==> src/rtl/vga_native_arbiter.sv <==
// vga_native_arbiter: round-robin arbiter sharing one native register-bank port between two requesters.
// Define VGA_NATIVE_ARB_FIXED_PRIO_EN for strict m0 priority instead of round-robin.
module vga_native_arbiter #(
    parameter int ADDR_W = 8,
    parameter int DATA_W = 32
) (
    input  logic              clk,
    input  logic              rst,
    input  logic              m0_req_i,
    input  logic              m0_we_i,
    input  logic [ADDR_W-1:0] m0_addr_i,
    input  logic [DATA_W-1:0] m0_wdata_i,
    output logic              m0_gnt_o,
    output logic              m0_rvalid_o,
    output logic [DATA_W-1:0] m0_rdata_o,
    input  logic              m1_req_i,
    input  logic              m1_we_i,
    input  logic [ADDR_W-1:0] m1_addr_i,
    input  logic [DATA_W-1:0] m1_wdata_i,
    output logic              m1_gnt_o,
    output logic              m1_rvalid_o,
    output logic [DATA_W-1:0] m1_rdata_o,
    output logic              write_en_o,
    output logic [ADDR_W-1:0] addr_write_o,
    output logic [DATA_W-1:0] data2native_o,
    output logic              read_en_sync_o,
    output logic [ADDR_W-1:0] addr_read_o,
    input  logic [DATA_W-1:0] data2axil_i
);
    localparam logic [1:0] IDLE = 2'd0, ISSUE = 2'd1, RESP = 2'd2;
    logic [1:0]        state_q, state_d, gnt_q, gnt_d, rv_q, rv_d;
    logic              sel_q, sel_d, last_q, last_d, we_q, we_d, re_q, re_d;
    logic              pick, p_we;
    logic [ADDR_W-1:0] p_addr, wa_q, wa_d, ra_q, ra_d;
    logic [DATA_W-1:0] p_wdata, wd_q, wd_d, rd0_q, rd0_d, rd1_q, rd1_d;
`ifdef VGA_NATIVE_ARB_FIXED_PRIO_EN
    assign pick = ~m0_req_i;
`else
    // last_q=1 means m1 was served last, so m0 wins the next contention
    assign pick = (m0_req_i & m1_req_i) ? ~last_q : m1_req_i;
`endif
    assign p_we    = pick ? m1_we_i : m0_we_i;
    assign p_addr  = pick ? m1_addr_i : m0_addr_i;
    assign p_wdata = pick ? m1_wdata_i : m0_wdata_i;
    always_comb begin
        state_d = state_q;
        sel_d   = sel_q;
        last_d  = last_q;
        gnt_d   = '0;
        rv_d    = '0;
        we_d    = 1'b0;
        re_d    = 1'b0;
        wa_d    = '0;
        wd_d    = '0;
        ra_d    = '0;
        rd0_d   = rd0_q;
        rd1_d   = rd1_q;
        case (state_q)
            IDLE: if (m0_req_i | m1_req_i) begin
                state_d = ISSUE;
                sel_d   = pick;
                last_d  = pick;
                gnt_d   = pick ? 2'b10 : 2'b01;
                we_d    = p_we;
                re_d    = ~p_we;
                wa_d    = p_we ? p_addr : '0;
                wd_d    = p_we ? p_wdata : '0;
                ra_d    = p_we ? '0 : p_addr;
            end
            ISSUE: state_d = re_q ? RESP : IDLE;
            RESP: begin
                state_d = IDLE;
                rv_d    = sel_q ? 2'b10 : 2'b01;
                rd0_d   = sel_q ? rd0_q : data2axil_i;
                rd1_d   = sel_q ? data2axil_i : rd1_q;
            end
            default: state_d = IDLE;
        endcase
    end
    always_ff @(posedge clk) begin
        if (rst) begin
            state_q <= IDLE;
            sel_q   <= 1'b0;
            last_q  <= 1'b1;
            gnt_q   <= '0;
            rv_q    <= '0;
            we_q    <= 1'b0;
            re_q    <= 1'b0;
            wa_q    <= '0;
            wd_q    <= '0;
            ra_q    <= '0;
            rd0_q   <= '0;
            rd1_q   <= '0;
        end else begin
            state_q <= state_d;
            sel_q   <= sel_d;
            last_q  <= last_d;
            gnt_q   <= gnt_d;
            rv_q    <= rv_d;
            we_q    <= we_d;
            re_q    <= re_d;
            wa_q    <= wa_d;
            wd_q    <= wd_d;
            ra_q    <= ra_d;
            rd0_q   <= rd0_d;
            rd1_q   <= rd1_d;
        end
    end
    assign m0_gnt_o       = gnt_q[0];
    assign m1_gnt_o       = gnt_q[1];
    assign m0_rvalid_o    = rv_q[0];
    assign m1_rvalid_o    = rv_q[1];
    assign m0_rdata_o     = rd0_q;
    assign m1_rdata_o     = rd1_q;
    assign write_en_o     = we_q;
    assign addr_write_o   = wa_q;
    assign data2native_o  = wd_q;
    assign read_en_sync_o = re_q;
    assign addr_read_o    = ra_q;
endmodule

==> config.mk <==
export PLATFORM = sky130hd
export DESIGN_NAME = vga_native_arbiter
export DESIGN_NICKNAME = d
export VERILOG_FILES = /design/src/rtl/vga_native_arbiter.sv
export SDC_FILE = /design/constraint.sdc
export NUM_CORES = 1
export LEC_CHECK = 0
export BUFFER_PORTS_ARGS = -buffer_cell sky130_fd_sc_hd__buf_2
export CORE_AREA = 2 2 110 112
export CTS_CLUSTER_DIAMETER = 50
export DETAILED_ROUTE_END_ITERATION = 8
export DIE_AREA = 0 0 112 114
export MAX_ROUTING_LAYER = met4
export PLACE_DENSITY = 0.83
export SETUP_SLACK_MARGIN = 0.02
export SLEW_MARGIN = 20
export SYNTH_ARGS = -nofsm -noshare
export SYNTH_HDL_FRONTEND = slang
export SYNTH_SLANG_ARGS = --single-unit
==> constraint.sdc <==
create_clock -name clk -period 1.6 [get_ports clk]
set_clock_uncertainty 0.1 [all_clocks]
set_input_delay 0.16 -clock clk [delete_from_list [all_inputs] [get_ports clk]]
set_output_delay 0.16 -clock clk [all_outputs]
set_load 0.01 [all_outputs]
# Word-level counts from Yosys, hierarchy flattened
# Index checks and enable logic that the tools add are counted.
dict set report word_totals {
  regBits 122
  output_inout_bits 118
  in_bits 118
}
dict set report classes {
  muxes 9
  bitwise_logic 8
  reduce_logical 8
  eq_ne 3
}
# op n
set op_table {}
lappend op_table {{2-to-1 mux 32 bit} 1}
lappend op_table {{2-to-1 mux 2 bit} 4}
lappend op_table {{2-to-1 mux 8 bit} 1}
lappend op_table {{OR reduction 4 bit} 2}
lappend op_table {{inverter 1 bit} 6}
lappend op_table {{AND reduction 2 bit} 3}
lappend op_table {{one-hot mux 2 bit (2 select lines)} 1}
lappend op_table {{OR reduction 3 bit} 1}
lappend op_table {{== test 2 x 1 -> 1 bit, second input constant} 1}
lappend op_table {{== test 2 bit, second input constant} 1}
lappend op_table {{logical NOT 2 bit} 1}
lappend op_table {{2-to-1 mux 1 bit} 2}
lappend op_table {{!= test 2 bit, second input constant} 1}
lappend op_table {{OR reduction 2 bit} 1}
lappend op_table {{bitwise AND 1 bit} 1}
lappend op_table {{bitwise OR 1 bit} 1}

# Longest topological paths before layout
# Gate-level depths: netlist of run 1.
dict set report depth {
  depth_word 5
  depth_mapped 6
  ltp_nobuf 4
}

# Least setup slack after synthesis of run 1
# No wires, ideal clock.
dict set report synth_path {
  path_kind {flip-flop to flip-flop}
  startpoint {register state_q[1]}
  endpoint {register rd0_q[10] (netlist: m0_rdata_o[10])}
  n_path_buf 3
  setup_ns 0.132
  slack_ns 0.107
  required_ns 1.368
  path_stages_with_launch 7
  arrival_time_ns 1.260
  cell_sequence {dfxtp_1 -> buf_6 -> or3b_2 -> clkbuf_1 -> buf_2 -> nand2_1 -> a21oi_1}
}
dict set report synth_via {
  elab_chain_cells 2
}
# item line_no
set synth_lines {}
lappend synth_lines {{start: declaration} 31} ;# logic [1:0] state_q, state_d, gnt_q, gnt_d, rv_q, rv_d;
lappend synth_lines {{start signal: assignment} 95} ;# state_q <= state_d;
lappend synth_lines {{== test 2 bit} 58} ;# case (state_q)
lappend synth_lines {{AND reduction 2 bit (no source line)} n/a}
lappend synth_lines {{end signal: assignment} 105} ;# rd0_q <= rd0_d;
lappend synth_lines {{end: declaration} 35} ;# logic [DATA_W-1:0] p_wdata, wd_q, wd_d, rd0_q, rd0_d, rd1_q, rd1_d;
# No other way between the ends.
# A chain may end at the register's enable or synchronous reset.

# Worst setup path after layout of run 1
dict set report layout_path {
  startpoint {register state_q[0]}
  endpoint {register ra_q[2] (netlist: addr_read_o[2])}
}
dict set report layout_via {
  elab_chain_cells 3
}
# item line_no
set layout_lines {}
lappend layout_lines {{logical NOT 2 bit} 58}
lappend layout_lines {{inverter 1 bit (no source line)} n/a}
lappend layout_lines {{OR reduction 4 bit (no source line)} n/a}
lappend layout_lines {{end signal: assignment} 104} ;# ra_q <= ra_d;
lappend layout_lines {{end: declaration} 34} ;# logic [ADDR_W-1:0] p_addr, wa_q, wa_d, ra_q, ra_d;
# No other way between the ends.

==> metrics.txt, run 1 <==
Largest delay share family, worst path=simple AND/OR/NAND/NOR gates; Non-Filler Instances=between 1000 and 1500; proportion of netlist area held by the largest area contributor=53.4%; vias in the first global route=approximately 5500; DR WL/cell=around 17 um; crit-path cells=or4_4 -> bufbuf_16 -> a21oi_2; area share of and/or/nand/nor cells after synthesis=between 20% and 30%; Slew Viols, Final=0; post-layout util=between 60% and 70%; largest family of logic cells by synthesized area=simple AND/OR/NAND/NOR gates; top cells by count, synth=nand2_1 (129), dfxtp_1 (122), nand3_1 (80); CP Class=flop to flop; pre-CTS WS=-0.0179 ns; total power=approximately 7.8 mW; worst path arrival time=around 1.8 ns; Post-DP HPWL=roughly 9000 um; Adder-Cell Fraction of Synth Area=0%; global-route wire length before repair=between 20000 and 30000 um; area leader, netlist=dfxtp_1; Seq cells post-synth=about 120; Worst Slack Setup Final=0.0411 ns; Critical Path RT=between 1.5 and 2 ns; Period Utilization, post-route=97.4%; RSZ-0062 raised after global routing=no; critical path's slowest cell=or4_4; vias per cell=~5.3; CTS max path bufs=2; crit start category=flop; ys flop type=dfxtp_1; H-tree lvl count=4; clk root buf=clkbuf_16; Synth Instances=530; Synth Area in Compound Gates=about 17%; Setup violations, final=0; Clock Latency Late Sink=0.41 ns; fraction of registers with async set/reset=0%; Worst Path Buf+Inv=1; layout cell share with drive strength beyond 1=between 30% and 40%; TritonCTS buffer count=17; number of port buffers=~240; core area=11700 um^2; Hold Path Stages=3; register area share after synthesis=53.4%; I/O pin count=approximately 240; area growth from synthesis to layout=68.4%; Netlist cell types=23; final wirelength=about 18000 um; Max-Cap Viols=0; VDD IR-drop max=0.000903 V; outcome=completed; Worst setup EP type=flop; CTS tree=done; nets@finish=just under 1000; total number of vias=5425; grt total ovfl=0; placer congestion estimate=~0.78; Die Wd=112 um; Crit path depth=3; largest net degree at the start of global routing=70; top-count cell post-synth=nand2_1; initial antenna violation count=1; Syn Area/Cell=between 8 and 9 um^2; dpl cells=882; starting density of the core=between 30% and 40%; Residual DRC=0; Post-Syn Nets=~650; Yosys warnings=0; Max Fclk=approximately 640 MHz; ANT nets after route=0; Slew headroom=53.3%; Clock transition at path regs=about 0.060 ns; DIE AREA=12800 um^2; Tightest Pin Transition=around 0.7 ns; synthesized area=~4600 um^2; final hold vios=0; xor/xnor share of the synthesized area=0%; Lkg Pwr=between 3 and 4 nW; top post-synthesis cells by area=dfxtp_1 (53%), nand2_1 (11%), a21oi_2 (9.0%), nand3_1 (8.8%), a21oi_1 (7.2%); EDFF count, synth=0; Hold WC Path Type=input pin to flop; r2r worst-path depth=3; CP peak stage delay=around 0.59 ns; Min Hold Slack=approximately 0.038 ns; pwr dens=between 1000 and 1500 nW/um^2; die extent in y=114 um; row cnt=40; Worst Path Max Fanout=15; fin crit period=roughly 1.6 ns; initial drt markers=637; mux cell area share after synthesis=less than 1%; All-Layer GR Usage=approximately 29%; drt pass-1 iters=5; CTS sink cnt=122
-- placed cells by master (no fill, tap or decap), types with 9 or more instances in the layout --
cell type | synthesis | final
buf_2 | 7 | 235
nand2_1 | 129 | 129
dfxtp_1 | 122 | 122
dlygate4sd3_1 | 0 | 112
nand3_1 | 80 | 80
a21oi_1 | 66 | 66
a21oi_2 | 47 | 47
nand3b_1 | 18 | 18
clkbuf_16 | 0 | 17
buf_4 | 0 | 9
-- final timing paths --
check / startpoint / to / slack [ns]
min: rst / state_q[0] / 0.04
max: state_q[0] / addr_read_o[2] / 0.04
max reg2reg: state_q[0] / addr_read_o[2] / 0.04
min reg2reg: read_en_sync_o / state_q[1] / 0.35
-- repair_timing --
| item | in CTS | in global routing |
|---|---|---|
| gates resized for setup | 2 | 3 |
| setup buffers | 0 | 0 |
| setup endpoints to repair | 54 | 32 |
| endpoints found under the hold margin | 112 | 0 |
| gates cloned | 1 | 0 |
| pin swaps | 0 | 0 |
| hold buffers | 112 | 0 |
-- metal layers --
| metal | GRT usage, % | up-vias | share of wire (%) |
|---|---|---|---|
| li1 | - | 2464 | - |
| met2 | 47.4 | 378 | 49 |
| met5 | - | - | 0 |
| met3 | 8.61 | 76 | 9.1 |
| met1 | 31.0 | 2507 | 38 |
| met4 | 15.9 | 0 | 4.5 |
-- sequential cells by signal, summed over array words and instances (netlist names) --
name and flops:
write_en_o 1, m1_rdata_o 32, m0_rdata_o 32, addr_read_o 8
gnt_q 2, read_en_sync_o 1, rv_q 2, data2native_o 32
state_q 2, addr_write_o 8, sel_q 1, last_q 1
-- metrics by stage --
stage	area (um^2)	setup TNS [ns]
floorplan	4570	0
global placement	5950	0
detailed placement	5950	-0.145
CTS	7690	-0.0326
global route	7700	0
finish	7700	0
-- layout make-up --
class,count,area [um^2]
Fill cell,857,4010
Clock buffer,22,494
Timing Repair Buffer,367,2570
Antenna cell,1,2.50
Sequential cell,122,2440
Inverter,1,3.75
Clock inverter,10,91.3
Multi-Input combinational cell,358,1910
Tap cell,147,184
-- logic make-up (layout without fill, tap and decap cells) --
| family | count (synthesis) | count (layout) |
|---|---|---|
| compound gates | 117 | 117 |
| buf+inv | 50 | 400 |
| mux | 1 | 1 |
| other cells | 0 | 1 |
| flops | 122 | 122 |
| simple gates | 240 | 240 |
-- where the power goes --
| part | switching (mW) | total (mW) | internal (mW) |
|---|---|---|---|
| logic | 0.483 | 0.962 | 0.479 |
| registers | 0.0288 | 3.14 | 3.11 |
| clock network | 1.38 | 3.71 | 2.33 |
| total | 1.89 | 7.81 | 5.93 |
-- worst min-delay path, delay by kind of cell --
family	cells	cell delay, ns
and+or+nand+nor	1	0.17
buffers and inverters	2	0.16
Power figures use the tool's default switching activity.
==> run 2: changes to the inputs <==
--- a/config.mk
+++ b/config.mk
@@ -6,12 +6,15 @@
 export NUM_CORES = 1
 export LEC_CHECK = 0
 export BUFFER_PORTS_ARGS = -buffer_cell sky130_fd_sc_hd__buf_2
-export CORE_AREA = 2 2 110 112
+export CELL_PAD_IN_SITES_DETAIL_PLACEMENT = 1
+export CELL_PAD_IN_SITES_GLOBAL_PLACEMENT = 1
+export CORE_AREA = 2 2 123 125
 export CTS_CLUSTER_DIAMETER = 50
 export DETAILED_ROUTE_END_ITERATION = 8
-export DIE_AREA = 0 0 112 114
+export DIE_AREA = 0 0 125 127
 export MAX_ROUTING_LAYER = met4
-export PLACE_DENSITY = 0.83
+export PLACE_DENSITY = 0.91
+export RECOVER_POWER = 25
 export SETUP_SLACK_MARGIN = 0.02
 export SLEW_MARGIN = 20
 export SYNTH_ARGS = -nofsm -noshare
==> run 2 against run 1 <==
Compared with the run above: clock-buffer cell count increased by 2; non-clock buffer count decreased by 2; sequential power about the same; register-to-register slack improved by 0.04 ns; wire length increased by 16%; maximum frequency decreased by 0.74%; critical path type is now input pin to flop; core utilization decreased by 13 points; critical path depth increased by 2; critical endpoint is now addr_write_o[4].
==> metrics.txt, run 2 (synthesized netlist as in run 1, its figures left out) <==
final wirelength=roughly 21000 um; starting density of the core=31.7%; row cnt=44; number of port buffers=~240; Lkg Pwr=between 3 and 4 nW; Worst R2R Setup Slack=approximately 0.08 ns; Min Hold Slack=about 0.097 ns; GR Layer Usage met3=about 6.5%; core area=about 14000 um^2; CTS sink cnt=122; TritonCTS buffer count=17; initial antenna violation count=2; placer congestion estimate=just over 0.8; setup bufs post-CTS=0; CP Class=input pin to flop; H-tree lvl count=4; clk root buf=clkbuf_16; All-Layer GR Usage=about a quarter; total power=around 7.9 mW; vias in the first global route=around 5800; I/O pin count=236; post-layout util=between 50% and 60%; crit start category=input pin; Die Wd=between 100 and 150 um; largest net degree at the start of global routing=between 60 and 70; grt total ovfl=0; Clock Latency Late Sink=0.40 ns; final hold vios=0; Hold WC Path Type=input pin to flop; Setup violations, final=0; Slew Viols, Final=0; met2 Usage GRT=between 40% and 50%; VDD IR-drop max=roughly 0.00072 V; commonest non-fill, non-tap cell in the layout=buf_2; Worst setup EP type=flop; global-route wire length before repair=31600 um; initial drt markers=~240; placed cell area=between 6000 and 7000 um^2; DR WL/cell=slightly below 20 um; Post-DP HPWL=between 10000 and 15000 um; area growth from synthesis to layout=67.3%; Residual DRC=0; Max Fclk=roughly 640 MHz; final instance area=between 7000 and 8000 um^2; Critical Path RT=~1.8 ns; DIE AREA=~16000 um^2; total number of vias=around 5300; met1 Usage GRT=between 20 and 30%; ANT nets after route=0; Max-Cap Viols=0; layout cell share with drive strength beyond 1=around a third; pwr dens=1030 nW/um^2; CTS tree=done; vias per cell=~5; Clock transition at path regs=0.06 ns; peak-usage layer in the global routing report=met2; Slew headroom=between 50% and 60%; CTS max path bufs=2; outcome=completed; nets@finish=slightly below 1000; Period Utilization, post-route=a little over nine tenths; Tightest Pin Transition=~0.74 ns; Worst Path Max Fanout=31; drt pass-1 iters=4; commonest non-fill, non-tap cells in the layout=buf_2 (176), nand2_1 (129), dfxtp_1 (122); fin crit period=1.57 ns; RSZ-0062 raised after global routing=no; worst path arrival time=around 1.8 ns; die extent in y=~130 um
[run 2: cell count changes in the layout (fill, tap and decap cells not counted), sizes merged]
cell / before / now
clkinv: 7 / 3
bufbuf: 1 / 0
buf: 254 / 193
bufinv: 1 / 2
diode: 1 / 2
clkbuf: 22 / 83
dlygate4sd3: 112 / 113
[run 2: worst paths after layout]
check | from | end | depth (start not counted)
worst max-delay path | rst | addr_write_o[4] | 5
worst min-delay path | m0_we_i | addr_write_o[0] | 3
worst max register to register | last_q | data2native_o[31] | 4
worst min register to register | m0_rdata_o[12] | m0_rdata_o[12] | 2
[run 2: routing by layer]
layer	vias to the layer above	part of all wire, %
li1	2461	-
met2	258	51
met3	54	6.2
met4	0	3.6
met5	-	0
met1	2565	39
[run 2: repair_timing]
item                                    in CTS  in global routing
hold endpoints to repair                   113                  0
hold buffers                               113                  0
resized for setup                            1                  1
endpoints found under the setup margin      31                 48
[run 2: area by class of cell]
type	instances	area (um^2)
fillers	1707	6770
repair buffers	365	2480
flip-flops and latches	122	2440
multi-input cells	358	1910
clock buffers	24	492
well taps	184	230
clock inverters	7	90.1
diodes	2	5.00
inverters	1	3.75
[run 2: per-stage QoR]
stage          cells  setup WS, ns  setup TNS (ns)
2_1_floorplan    530         0.107               0
3_3_place_gp     917       0.00209               0
3_5_place_dp     917       -0.0230         -0.0274
4_1_cts         1061        0.0716               0
5_1_grt         1063       0.00768               0
6_report        1063        0.0294               0
[run 2: power breakdown]
group,internal (mW),switching [mW],leakage [nW]
registers,3.11,0.0354,0.988
logic,0.457,0.507,1.81
clock network,2.44,1.36,0.282
[run 2: critical path: stages]
cell and delay (ns):
dlygate4sd3_1 0.54, buf_2 0.16, or4_4 0.54, buf_12 0.21, a21oi_2 0.17
